==> src/rtl/seg_scan.sv <==
// -----------------------------------------------------------------------------
// seg_scan -- eight-digit multiplexed hex seven-segment display driver.
//
// A prescaler divides clk by SCAN_DIV; each prescaler wrap advances the digit
// index 0..7. One digit is shown at a time. Data written with 'load' is held
// in a shadow register. It is copied to the display registers only at a
// frame boundary (digit 7 -> 0), so a frame never mixes old and new data.
//
// Parameters:
//   SCAN_DIV  clock cycles each digit is displayed (1 .. 2^20)
//
// Ports:
//   clk      system clock, rising edge
//   rst      synchronous active-high reset
//   data     eight hex digits, digit k = data[4k+3:4k], digit 0 rightmost
//   dp       per-digit decimal point, active-high
//   load     single-cycle strobe capturing data/dp into the shadow registers
//   seg      segment drive, active-low, seg[7]=dp, seg[6:0]=g..a
//   en       digit enable, active-low, exactly one bit low
//   frame    one-cycle pulse after each 7->0 digit wrap
//   pending  shadow holds data not yet transferred to the display
//
// Optional feature (macro LEADING_ZERO_BLANK_EN):
//   When defined, digit k (k>=1) is blanked while display nibbles k..7 are
//   all zero. The decimal point still follows dp. Digit 0 is never blanked.
// -----------------------------------------------------------------------------
module seg_scan #(
  parameter int unsigned SCAN_DIV = 50000
) (
  input  logic        clk,
  input  logic        rst,
  input  logic [31:0] data,
  input  logic [7:0]  dp,
  input  logic        load,
  output logic [7:0]  seg,
  output logic [7:0]  en,
  output logic        frame,
  output logic        pending
);

  // A one-bit counter is kept for SCAN_DIV=1 so the width never goes to zero.
  localparam int unsigned CW = (SCAN_DIV > 1) ? $clog2(SCAN_DIV) : 1;
  localparam logic [CW-1:0] CNT_MAX = CW'(SCAN_DIV - 1);

  logic [CW-1:0] cnt;
  logic [2:0]    idx;
  logic [2:0]    idx_next;
  logic [31:0]   shadow_data;
  logic [7:0]    shadow_dp;
  logic [31:0]   disp_data;
  logic [7:0]    disp_dp;
  logic [31:0]   disp_data_next;
  logic [7:0]    disp_dp_next;
  logic          tick;
  logic          wrap;
  logic          xfer;

  // Active-low g..a pattern for one hex nibble.
  function automatic logic [6:0] decode(input logic [3:0] nib);
    logic [6:0] s;
    case (nib)
      4'h0: s = 7'h40;
      4'h1: s = 7'h79;
      4'h2: s = 7'h24;
      4'h3: s = 7'h30;
      4'h4: s = 7'h19;
      4'h5: s = 7'h12;
      4'h6: s = 7'h02;
      4'h7: s = 7'h78;
      4'h8: s = 7'h00;
      4'h9: s = 7'h10;
      4'hA: s = 7'h08;
      4'hB: s = 7'h03;
      4'hC: s = 7'h46;
      4'hD: s = 7'h21;
      4'hE: s = 7'h06;
      default: s = 7'h0E;
    endcase
    return s;
  endfunction

  // Full segment byte for digit k of a display word, including the dp bit.
  function automatic logic [7:0] digit_seg(input logic [31:0] d,
                                           input logic [7:0]  p,
                                           input logic [2:0]  k);
    logic [6:0] low;
    low = decode(d[{k, 2'b00} +: 4]);
`ifdef LEADING_ZERO_BLANK_EN
    // Nibbles k..7 all zero means this digit is a leading zero.
    if ((k != 3'd0) && ((d >> {k, 2'b00}) == 32'd0)) begin
      low = 7'h7F;
    end
`endif
    return {~p[k], low};
  endfunction

  assign tick = (cnt == CNT_MAX);
  assign wrap = tick && (idx == 3'd7);
  assign xfer = wrap && pending;

  // Next digit index and display contents. seg/en are registered from these
  // so they change on the same edge as idx and always describe one digit.
  always_comb begin
    idx_next       = idx;
    disp_data_next = disp_data;
    disp_dp_next   = disp_dp;
    if (tick) begin
      idx_next = idx + 3'd1;
    end
    if (xfer) begin
      disp_data_next = shadow_data;
      disp_dp_next   = shadow_dp;
    end
  end

  // Scan state, display/shadow registers and registered outputs.
  // A load on a transfer edge still sets pending: the old shadow has just
  // moved to the display and the new data now waits for the next frame.
  always_ff @(posedge clk) begin
    if (rst) begin
      cnt         <= '0;
      idx         <= 3'd0;
      shadow_data <= 32'd0;
      shadow_dp   <= 8'd0;
      disp_data   <= 32'd0;
      disp_dp     <= 8'd0;
      pending     <= 1'b0;
      frame       <= 1'b0;
      en          <= 8'hFE;
      seg         <= 8'hC0;
    end else begin
      cnt       <= tick ? '0 : cnt + 1'b1;
      idx       <= idx_next;
      disp_data <= disp_data_next;
      disp_dp   <= disp_dp_next;
      frame     <= wrap;
      en        <= ~(8'd1 << idx_next);
      seg       <= digit_seg(disp_data_next, disp_dp_next, idx_next);
      if (load) begin
        shadow_data <= data;
        shadow_dp   <= dp;
        pending     <= 1'b1;
      end else if (xfer) begin
        pending <= 1'b0;
      end
    end
  end

endmodule
==> config.mk <==
export PLATFORM = sky130hd
export DESIGN_NAME = seg_scan
export DESIGN_NICKNAME = d
export VERILOG_FILES = /design/src/rtl/seg_scan.sv
export SDC_FILE = /design/constraint.sdc
export NUM_CORES = 1
export LEC_CHECK = 0
export ABC_AREA = 1
export CAP_MARGIN = 25
export CORE_MARGIN = 4
export CORE_UTILIZATION = 49
export DETAILED_ROUTE_END_ITERATION = 10
export DONT_BUFFER_PORTS = 1
export PLACE_DENSITY = 0.66
export SETUP_SLACK_MARGIN = 0.5
export SLEW_MARGIN = 10
export SYNTH_ARGS = -nofsm -noshare
export SYNTH_HDL_FRONTEND = slang
export SYNTH_SLANG_ARGS = --single-unit
==> constraint.sdc <==
create_clock -name clk -period 2.4 [get_ports clk]
set_input_delay 0.48 -clock clk [delete_from_list [all_inputs] [get_ports clk]]
set_output_delay 0.48 -clock clk [all_outputs]
set_load 0.02 [all_outputs]
## Word-level counts from Yosys, hierarchy flattened

Memories as Yosys holds them, arrays and structs flattened. A register that Yosys moved wholly into a read port is not among the register bits.
Index checks and enable logic that the tools add are counted.

- Bits in latches: 0
- Memories: 1
- Logic and storage cells: 31
- Bits in registers: 117
- Memory bits (read-only): 112
- Memory bits (writable): 0
- Output and inout bits: 18

- Order comparisons: 1
- Divide/modulo/power cells: 0
- Shift operators: 2
- Eq/ne operators: 2
- Add/sub/neg operators: 2
- Bitwise gates (word level): 2
- Multiply operators: 0
- Mux-type cells: 7
- Reductions and logical operators: 4

Memory list:

| name | depth | bits a word | rd ports | clocked after memory_dff | wr ports | RTL line | source |
|---|---|---|---|---|---|---|---|
| (name not given) | 16 | 7 | 1 | 1 | 0 | 61 | `case (nib)` |

Operator list:

| cell | number |
|---|---|
| $mux 32 | 1 |
| $shiftx 32x6->4 | 1 |
| $add 16x1->16 const B | 1 |
| $eq 16x16->1 const B | 1 |
| $mux 8 | 1 |
| $not 8->8 | 1 |
| $shl 1x3->8 const A | 1 |
| $lt 3x4->1 const B | 1 |
| $add 3x1->3 const B | 1 |
| $bmux 1 s3 | 1 |
| $eq 3x3->1 const B | 1 |
| $mux 1 | 3 |
| $mux 3 | 1 |
| $logic_and 1x1->1 | 2 |
| $reduce_bool 2->1 | 1 |
| $reduce_or 2->1 | 1 |
| $not 1->1 | 1 |

## Longest topological paths before layout

Gate-level depths: netlist of the first run.

- Depth after elaboration: 7
- Mapped depth: 22
- Gate-level depth less buffers: 21

## Worst setup path before layout of the first run

No wires, ideal clock.

- Path kind: register to register
- From: register idx[0]
- To: register seg[3]
- Path buffers: 3
- Data arrival time: 2.222 ns
- Data required time: 2.268 ns
- Slack: 0.045 ns
- Clock period less this slack: 2.355 ns
- Setup time: 0.132 ns
- Stages on the path, launching flop included: 19
- Path through: dfxtp_1 -> ha_1 -> ha_1 -> buf_2 -> nand3_2 -> nor2_4 -> buf_6 -> buf_12 -> nand2_2 -> nand2_1 -> a21oi_1 -> nand4_2 -> nand2_2 -> inv_1 -> ha_1 -> nand3_1 -> nand2_1 -> nand2_1 -> a21oi_1

- Longest elaborated chain between the ends: 5

RTL lines:

| element | RTL line | source |
|---|---|---|
| start, declared | 46 | `logic [2:0] idx;` |
| start signal, assigned | 133 | `idx <= idx_next;` |
| parallel branches: the longest is 4 deep, another holds $add 3x1->3 | -- |  |
| $shiftx 32x6->4 (*) | 87 | `low = decode(d[{k, 2'b00} +: 4]);` |
| end, declared | 35 | `output logic [7:0] seg,` |

Every way passes the cells marked *.
A chain may end at the register's enable or synchronous reset.

## Worst setup path in the final report of the first run

- From: register cnt[0]
- To: register seg[4]

- Longest elaborated chain between the ends: 5

RTL lines:

| element | RTL line | source |
|---|---|---|
| start, declared | 45 | `logic [CW-1:0] cnt;` |
| start signal, assigned | 132 | `cnt <= tick ? '0 : cnt + 1'b1;` |
| $eq 16x16->1 (*) | 97 | `assign tick = (cnt == CNT_MAX);` |
| $logic_and 1x1->1 | 98 | `assign wrap = tick && (idx == 3'd7);` |
| $logic_and 1x1->1 | 99 | `assign xfer = wrap && pending;` |
| $mux 32 | 110 | `if (xfer) begin` |
| $shiftx 32x6->4 (*) | 87 |  |

Every way passes the cells marked *; elsewhere a longest branch is shown, timed or not.

==> flow_metrics.py, run 1 <==
metrics = {
    "synth": {
        "ys_ff_latch": 117,
        "ys_warn_count": 0,
        "ys_types": 33,
        "syn_nets": 754,
        "yosys_most_used_dff": "dfxtp_1",
        "synth-async-reset-ratio": 0,
        "ys_seq_area_frac": 0.456,
        "syn_avg_cell_area_sq_um": 7.32,
        "synthCells": 702,
        "syn_area_sq_um": 5140,
        "synth_edf_count": 0,
    },
    "timing": {
        "fmax_mhz": 407,
        "fin_crit_sh": 1.02,
        "min_period_ns": 2.46,
        "setup_viol": 7,
        "maxSlewViolCount": 0,
        "hold_viol": 0,
        "tns_ns": -0.225,
        "setup_slack_ns": -0.0591,
        "finClkSkew_ns": 0.00794,
        "rsz0062_at_grt": "yes",
        "worst_slew_margin_rel": 0.637,
        "worst_pin_slew_ns": 0.545,
    },
    "setup_path": {
        "rrSetupSlack_ns": -0.06,
        "r2r_end": "seg[4]",
        "crit_arrival_ns": 2.93,
        "regToRegStartpoint": "cnt[0]",
        "reg2reg_depth": 18,
        "crit_fanout": 17,
        "setup.worst_path.start_class": "flop",
        "worstPathRequired_ns": 2.87,
        "endpoint_kind": "flop",
        "crit_type": "flop to flop",
    },
    "floorplan": {
        "die-area_sq_um": 12200,
        "io_pins": 61,
        "fp.coreArea_sq_um": 10300,
        "die_h_um": 110,
        "std_cell_rows": 37,
        "die_width_um": 110,
        "start_util": 0.500,
    },
    "clock_tree": {
        "cts_tree": "built",
        "clkTransAtPathRegs_ns": 0.06,
        "cts_max_level": 4,
        "cts_root_buf": "clkbuf_8",
        "cts_inserted_buffers": 17,
        "clk-insertion-delay-late_ns": 0.53,
        "clockBufferDepth": 2,
        "clkSinkCount": 117,
    },
    "cells_and_area": {
        "diodes": 0,
        "regArea_sq_um": 2350,
        "fillers": 834,
        "area_growth_pct": 30.6,
        "multi_input_area_sq_um": 2780,
        "nets": 802,
        "drive_gt1_frac": 0.282,
        "finalNonFillerCells": 899,
    },
    "worst_hold_path": {
        "worstHoldStart": "rst",
        "hp-class": "input port to flop",
        "whs_path_depth": 1,
        "min_to": "disp_data[26]",
    },
    "power_and_ir_drop": {
        "powerDensity_nw_per_um2": 709,
        "p_clk_frac": 0.548,
        "p_int_w": 0.00375,
        "switching_share": 0.212,
        "power.share.sequential": 0.427,
        "ir_drop_uv": 375,
        "total_power_w": 0.00476,
        "power_frac_comb": 0.026,
        "netSwitchingPower_w": 0.00101,
        "leakage_nw": 2.87,
    },
    "placement": {
        "dp_hpwl_um": 8190,
        "dp.cells": 834,
        "io_buffers": 0,
        "gp_congestion": 0.834,
    },
    "outcome": {
        "status": "finished with violations",
        "violations": "setup timing",
    },
    "detailed_routing": {
        "dr.pass1.iters": 5,
        "route.detailed.drc": 0,
        "drtIter0Drc": 294,
        "viasPerCell": 5.12,
        "detail-route-antenna-nets": 0,
        "wl_per_cell_um": 14.5,
        "wl_um": 13000,
        "vias": 4602,
    },
    "global_route": {
        "grt_start_max_net_pins": 55,
        "grt_pass1_wl_um": 19800,
        "grt_pass1_vias": 4186,
        "grt_use_total": 0.212,
        "grt_remaining_overflow": 0,
        "antenna_found_initial": 0,
    },
    "flow_run": {
        "cap_violations": 0,
    },
}
## synth_stat cells (3+ instances only)
cell type  instances  area (sq um)
ha_1               9           113
nor3_1             4          20.0
nand2_1          164           616
inv_1             55           206
a21oi_1           54           270
buf_6              6          67.6
nand4_1            4          25.0
or2_0              3          18.8
o21ai_0           51           255
nor2_4             9           101
nor2_1           125           469
clkbuf_1          20          75.1
xor2_1             4          35.0
nand2_2           23           144
dfxtp_1          117          2340
nor2_2             3          18.8
o21ai_1            7          35.0
nand3_1           20           100
## through the flow
step / hold slack, ns / cell area, sq um / util / setup slack, ns
global placement: 0.426 / 5500 / 0.536 / 0.0182
detailed placement: 0.439 / 5500 / 0.536 / -0.0395
CTS: 0.00779 / 6190 / 0.602 / -0.0292
global route: 0.00117 / 6710 / 0.653 / -0.231
floorplan: 0.420 / 5290 / - / 0.153
finish: 0.0217 / 6710 / 0.653 / -0.0591
## final cells by class
type / count / share of cell area
flip-flops and latches: 117 / 0.351
repair buffers: 60 / 0.0863
clock buffers: 19 / 0.0643
well taps: 136 / 0.0254
inverters: 57 / 0.0323
multi-input cells: 497 / 0.414
clock inverters: 13 / 0.0270
## cell usage in the layout, fill, tap and decap left out, types with 4 or more instances in the layout
cell / n
nand2_4: 8
buf_12: 4
nand2_1: 141
o21ai_0: 48
nor2_4: 14
nand4_1: 4
nor2_2: 11
bufinv_16: 4
inv_1: 49
dfxtp_1: 109
buf_4: 47
inv_2: 7
nand3_4: 4
a21oi_2: 7
buf_6: 5
xor2_1: 4
clkinvlp_4: 5
nor2_1: 112
o21ai_1: 8
a21oi_1: 47
clkbuf_16: 19
dfxtp_2: 8
ha_4: 6
nand3_2: 5
nand3_1: 13
nand2_2: 39
## worst max-delay path, stage by stage, from the launching register on
cell and delay (ns):
dfxtp_2 0.35, ha_4 0.16, nand3_4 0.09, nor2_4 0.17, buf_4 0.15, nand4_4 0.11
buf_12 0.19, nand2_2 0.09, nand2_4 0.06, a21oi_2 0.20, nand4_4 0.13, nand2_8 0.14
inv_4 0.05, ha_1 0.19, nand3_1 0.08, nand2_1 0.05, inv_1 0.04, nand2_1 0.05
nor2_2 0.09
## how the worst max path moves through the flow
| stage | slack [ns] | start | to | cells after the start |
|---|---|---|---|---|
| after floorplan | 0.15 | cnt[6] | seg[1] | 18 |
| final | -0.06 | cnt[0] | seg[4] | 18 |
| after global placement | 0.02 | cnt[0] | seg[4] | 18 |
| after CTS | -0.03 | cnt[0] | seg[1] | 18 |
| after global routing | -0.23 | cnt[6] | seg[4] | 19 |
| after detailed placement | -0.04 | cnt[1] | seg[1] | 17 |
## registers in the layout, indices dropped and copies added, names as in the netlist
name         count
disp_data       32
disp_dp          8
seg              8
idx              3
cnt             16
pending          1
shadow_dp        8
frame            1
en               8
shadow_data     32
## logic make-up (layout without fill, tap and decap cells)
| kind of cell | count (synthesis) | count (layout) | synth area share |
|---|---|---|---|
| AO/OA/AOI/OAI | 117 | 117 | 0.117 |
| XOR/XNOR | 4 | 4 | 0.00682 |
| adder cells (fa/ha/maj) | 9 | 9 | 0.0219 |
| buffers and inverters | 88 | 149 | 0.0782 |
| flip-flops | 117 | 117 | 0.456 |
| multiplexers | 2 | 2 | 0.00390 |
| AND/OR/NAND/NOR | 365 | 365 | 0.316 |
## power groups by stage
stage               sequential (W)  clock, W  combinational (W)
floorplan                  0.00206         0           0.000104
global placement           0.00207         0           0.000113
detailed placement         0.00207         0           0.000117
CTS                        0.00203   0.00263           0.000118
global route               0.00203   0.00273           0.000145
finish                     0.00203   0.00261           0.000122
## routing by layer
layer | vias up | global-route usage | share of wire
met5 | - | 0 | 0
met4 | 0 | 0.0800 | 0.019
met2 | 126 | 0.324 | 0.48
met1 | 2135 | 0.281 | 0.45
met3 | 24 | 0.0641 | 0.056
li1 | 2317 | - | -
## what timing repair did
action / 4_1_cts / 5_1_grt
hold buffers: 0 / 0
endpoints found under the setup margin: 14 / 22
pin swaps: 6 / 34
buffers inserted: 7 / 22
gates cloned: 0 / 4
gates resized for setup: 5 / 75
Note: power is estimated with default switching activity, not from simulation.
==> run 2: changes to the inputs <==
- GPL_ROUTABILITY_DRIVEN: default -> 0
- RECOVER_POWER: default -> 25
==> run 2 against run 1 <==
  * The run still ends with setup timing left
  * Cell count up 0.89%
  * Sequential share of layout area down 2.6 points
  * Power down 1.7%
  * First-iteration DRC count up 6.1%
  * Global-route usage up 1.8 points
  * Clock skew down 0.0012 ns
  * Setup slack worse by 0.074 ns
  * Final area up 8.0%
  * Largest cell class unchanged
==> flow_metrics.py, run 2 (synthesis gave the netlist of run 1 again) <==
metrics = {
    "cells_and_area": {
        "finalNonFillerCells": 907,
        "finalInstanceArea_sq_um": 7250,
        "most-common-layout-cells": "nor2_1, dfxtp_1, nand2_1",
        "reg.largest.list": "disp_data (32), shadow_data (32), cnt (16)",
        "final_common_cell": "nor2_1",
        "drive_gt1_frac": 0.362,
        "diodes": 0,
        "utilization": 0.705,
        "area_growth_pct": 41.1,
        "nets": 812,
    },
    "detailed_routing": {
        "detail-route-antenna-nets": 0,
        "wl_per_cell_um": 16.1,
        "wl_um": 14600,
        "top_layer": "met4",
        "route.detailed.drc": 0,
        "dr.pass1.iters": 5,
        "routed-wl-met3_um": 960,
        "vias": 4822,
        "viasPerCell": 5.32,
        "drt-met1-wl_um": 6080,
        "drtIter0Drc": 312,
        "wl_met2_um": 7080,
    },
    "setup_path": {
        "crit_fanout": 9,
        "worstPathRequired_ns": 2.81,
        "endpoint_kind": "flop",
        "path_cells": "inv_2, nor2_2, nand2_2, nor2_4, buf_4, nand4_4, buf_6, buf_16, nand2_2, nand2_1, nand2_1, nand2_1, nor2_2, nand2_4, nand2_8, nor2_2, a21oi_2, nand2_1",
        "slowest_delay_ns": 0.33,
        "crit_slowest_cell": "dfxtp_2",
        "setup.worst_path.start_class": "flop",
        "worst-path-buf-inv": 4,
        "critPathTopFamily": "simple AND/OR/NAND/NOR gates",
        "crit_arrival_ns": 2.95,
        "crit_type": "flop to flop",
        "crit_top_cell": "nand2_1",
    },
    "floorplan": {
        "io_pins": 61,
        "std_cell_rows": 37,
        "die_h_um": 110,
        "fp.coreArea_sq_um": 10300,
        "die_width_um": 110,
        "die-area_sq_um": 12200,
        "start_util": 0.500,
    },
    "power_and_ir_drop": {
        "leakage_nw": 3.04,
        "p_clk_frac": 0.539,
        "power.share.sequential": 0.435,
        "switching_share": 0.213,
        "netSwitchingPower_w": 0.000994,
        "p_int_w": 0.00368,
        "ir_drop_uv": 484,
        "powerDensity_nw_per_um2": 646,
        "power_frac_comb": 0.026,
    },
    "clock_tree": {
        "clockBufferDepth": 2,
        "cts_root_buf": "clkbuf_8",
        "clkTransAtPathRegs_ns": 0.06,
        "clk-insertion-delay-late_ns": 0.53,
        "cts_tree": "built",
        "cts_max_level": 4,
        "ctsHoldBuffers": 0,
        "clkSinkCount": 117,
        "cts_inserted_buffers": 17,
    },
    "timing": {
        "rsz0062_at_grt": "yes",
        "hold_viol": 0,
        "fmax_mhz": 395,
        "setup_viol": 7,
        "fin_crit_sh": 1.06,
        "maxSlewViolCount": 0,
        "worst_pin_slew_ns": 0.565,
        "tns_ns": -0.866,
        "timing.hold.ws_ns": 0.0243,
        "min_period_ns": 2.53,
        "setup_slack_ns": -0.134,
        "finClkSkew_ns": 0.00670,
        "worst_slew_margin_rel": 0.623,
    },
    "outcome": {
        "status": "finished with violations",
        "violations": "setup timing",
    },
    "placement": {
        "place_area_sq_um": 5520,
        "dp_hpwl_um": 8200,
        "io_buffers": 0,
        "dp.cells": 834,
    },
    "global_route": {
        "grt_pass1_vias": 4470,
        "grt_start_max_net_pins": 55,
        "grt_use_total": 0.230,
        "grt_remaining_overflow": 0,
        "antenna_found_initial": 0,
        "grt_pass1_wl_um": 21500,
    },
    "flow_run": {
        "cap_violations": 0,
    },
    "worst_hold_path": {
        "hp-class": "input port to flop",
    },
}
-- run 2: final cells by class --
class,count,area [sq um]
Multi-Input combinational cell,497,3080
Fill cell,738,3030
Sequential cell,117,2360
Timing Repair Buffer,70,836
Clock buffer,21,459
Inverter,57,224
Tap cell,136,170
Clock inverter,9,128
-- run 2: worst paths after layout --
path	start	slack, ns	cells after the start	to
worst min register to register	cnt[0]	0.45	1	cnt[0]
worst max-delay path	cnt[6]	-0.13	18	seg[6]
worst min-delay path	rst	0.02	1	disp_dp[1]
worst max register to register	cnt[6]	-0.13	18	seg[6]
-- run 2: worst reg2reg max path: stages (launching register included) --
cell	delay (ns)
dfxtp_2	0.33
inv_2	0.04
nor2_2	0.15
nand2_2	0.09
nor2_4	0.16
buf_4	0.16
nand4_4	0.15
buf_6	0.19
buf_16	0.15
nand2_2	0.07
nand2_1	0.08
nand2_1	0.09
nand2_1	0.08
nor2_2	0.17
nand2_4	0.13
nand2_8	0.13
nor2_2	0.06
a21oi_2	0.13
nand2_1	0.07
-- run 2: per-stage QoR --
stage / setup WS, ns / power, W
6_report: -0.134 / 0.00468
5_1_grt: -0.273 / 0.00481
4_1_cts: -0.0287 / 0.00470
3_5_place_dp: -0.0268 / 0.00219
3_3_place_gp: 0.0260 / 0.00218
2_1_floorplan: 0.153 / 0.00216
-- run 2: per-layer routing --
layer / global-route usage / vias up
li1: - / 2334
met5: 0 / -
met1: 0.289 / 2264
met2: 0.376 / 180
met4: 0.0888 / 0
met3: 0.0635 / 44
-- run 2: repair_timing --
action                                  CTS  global route
resized for setup                        32           151
buffers inserted                         18            20
pin swaps                                14            52
endpoints found under the setup margin   14            26
gates cloned                              3             2
-- run 2: power groups by stage --
stage / Clock, W / Combinational [W] / Sequential (W)
3_5_place_dp: 0 / 0.000117 / 0.00207
6_report: 0.00252 / 0.000122 / 0.00203
2_1_floorplan: 0 / 0.000104 / 0.00206
4_1_cts: 0.00255 / 0.000119 / 0.00203
5_1_grt: 0.00263 / 0.000142 / 0.00204
3_3_place_gp: 0 / 0.000112 / 0.00207
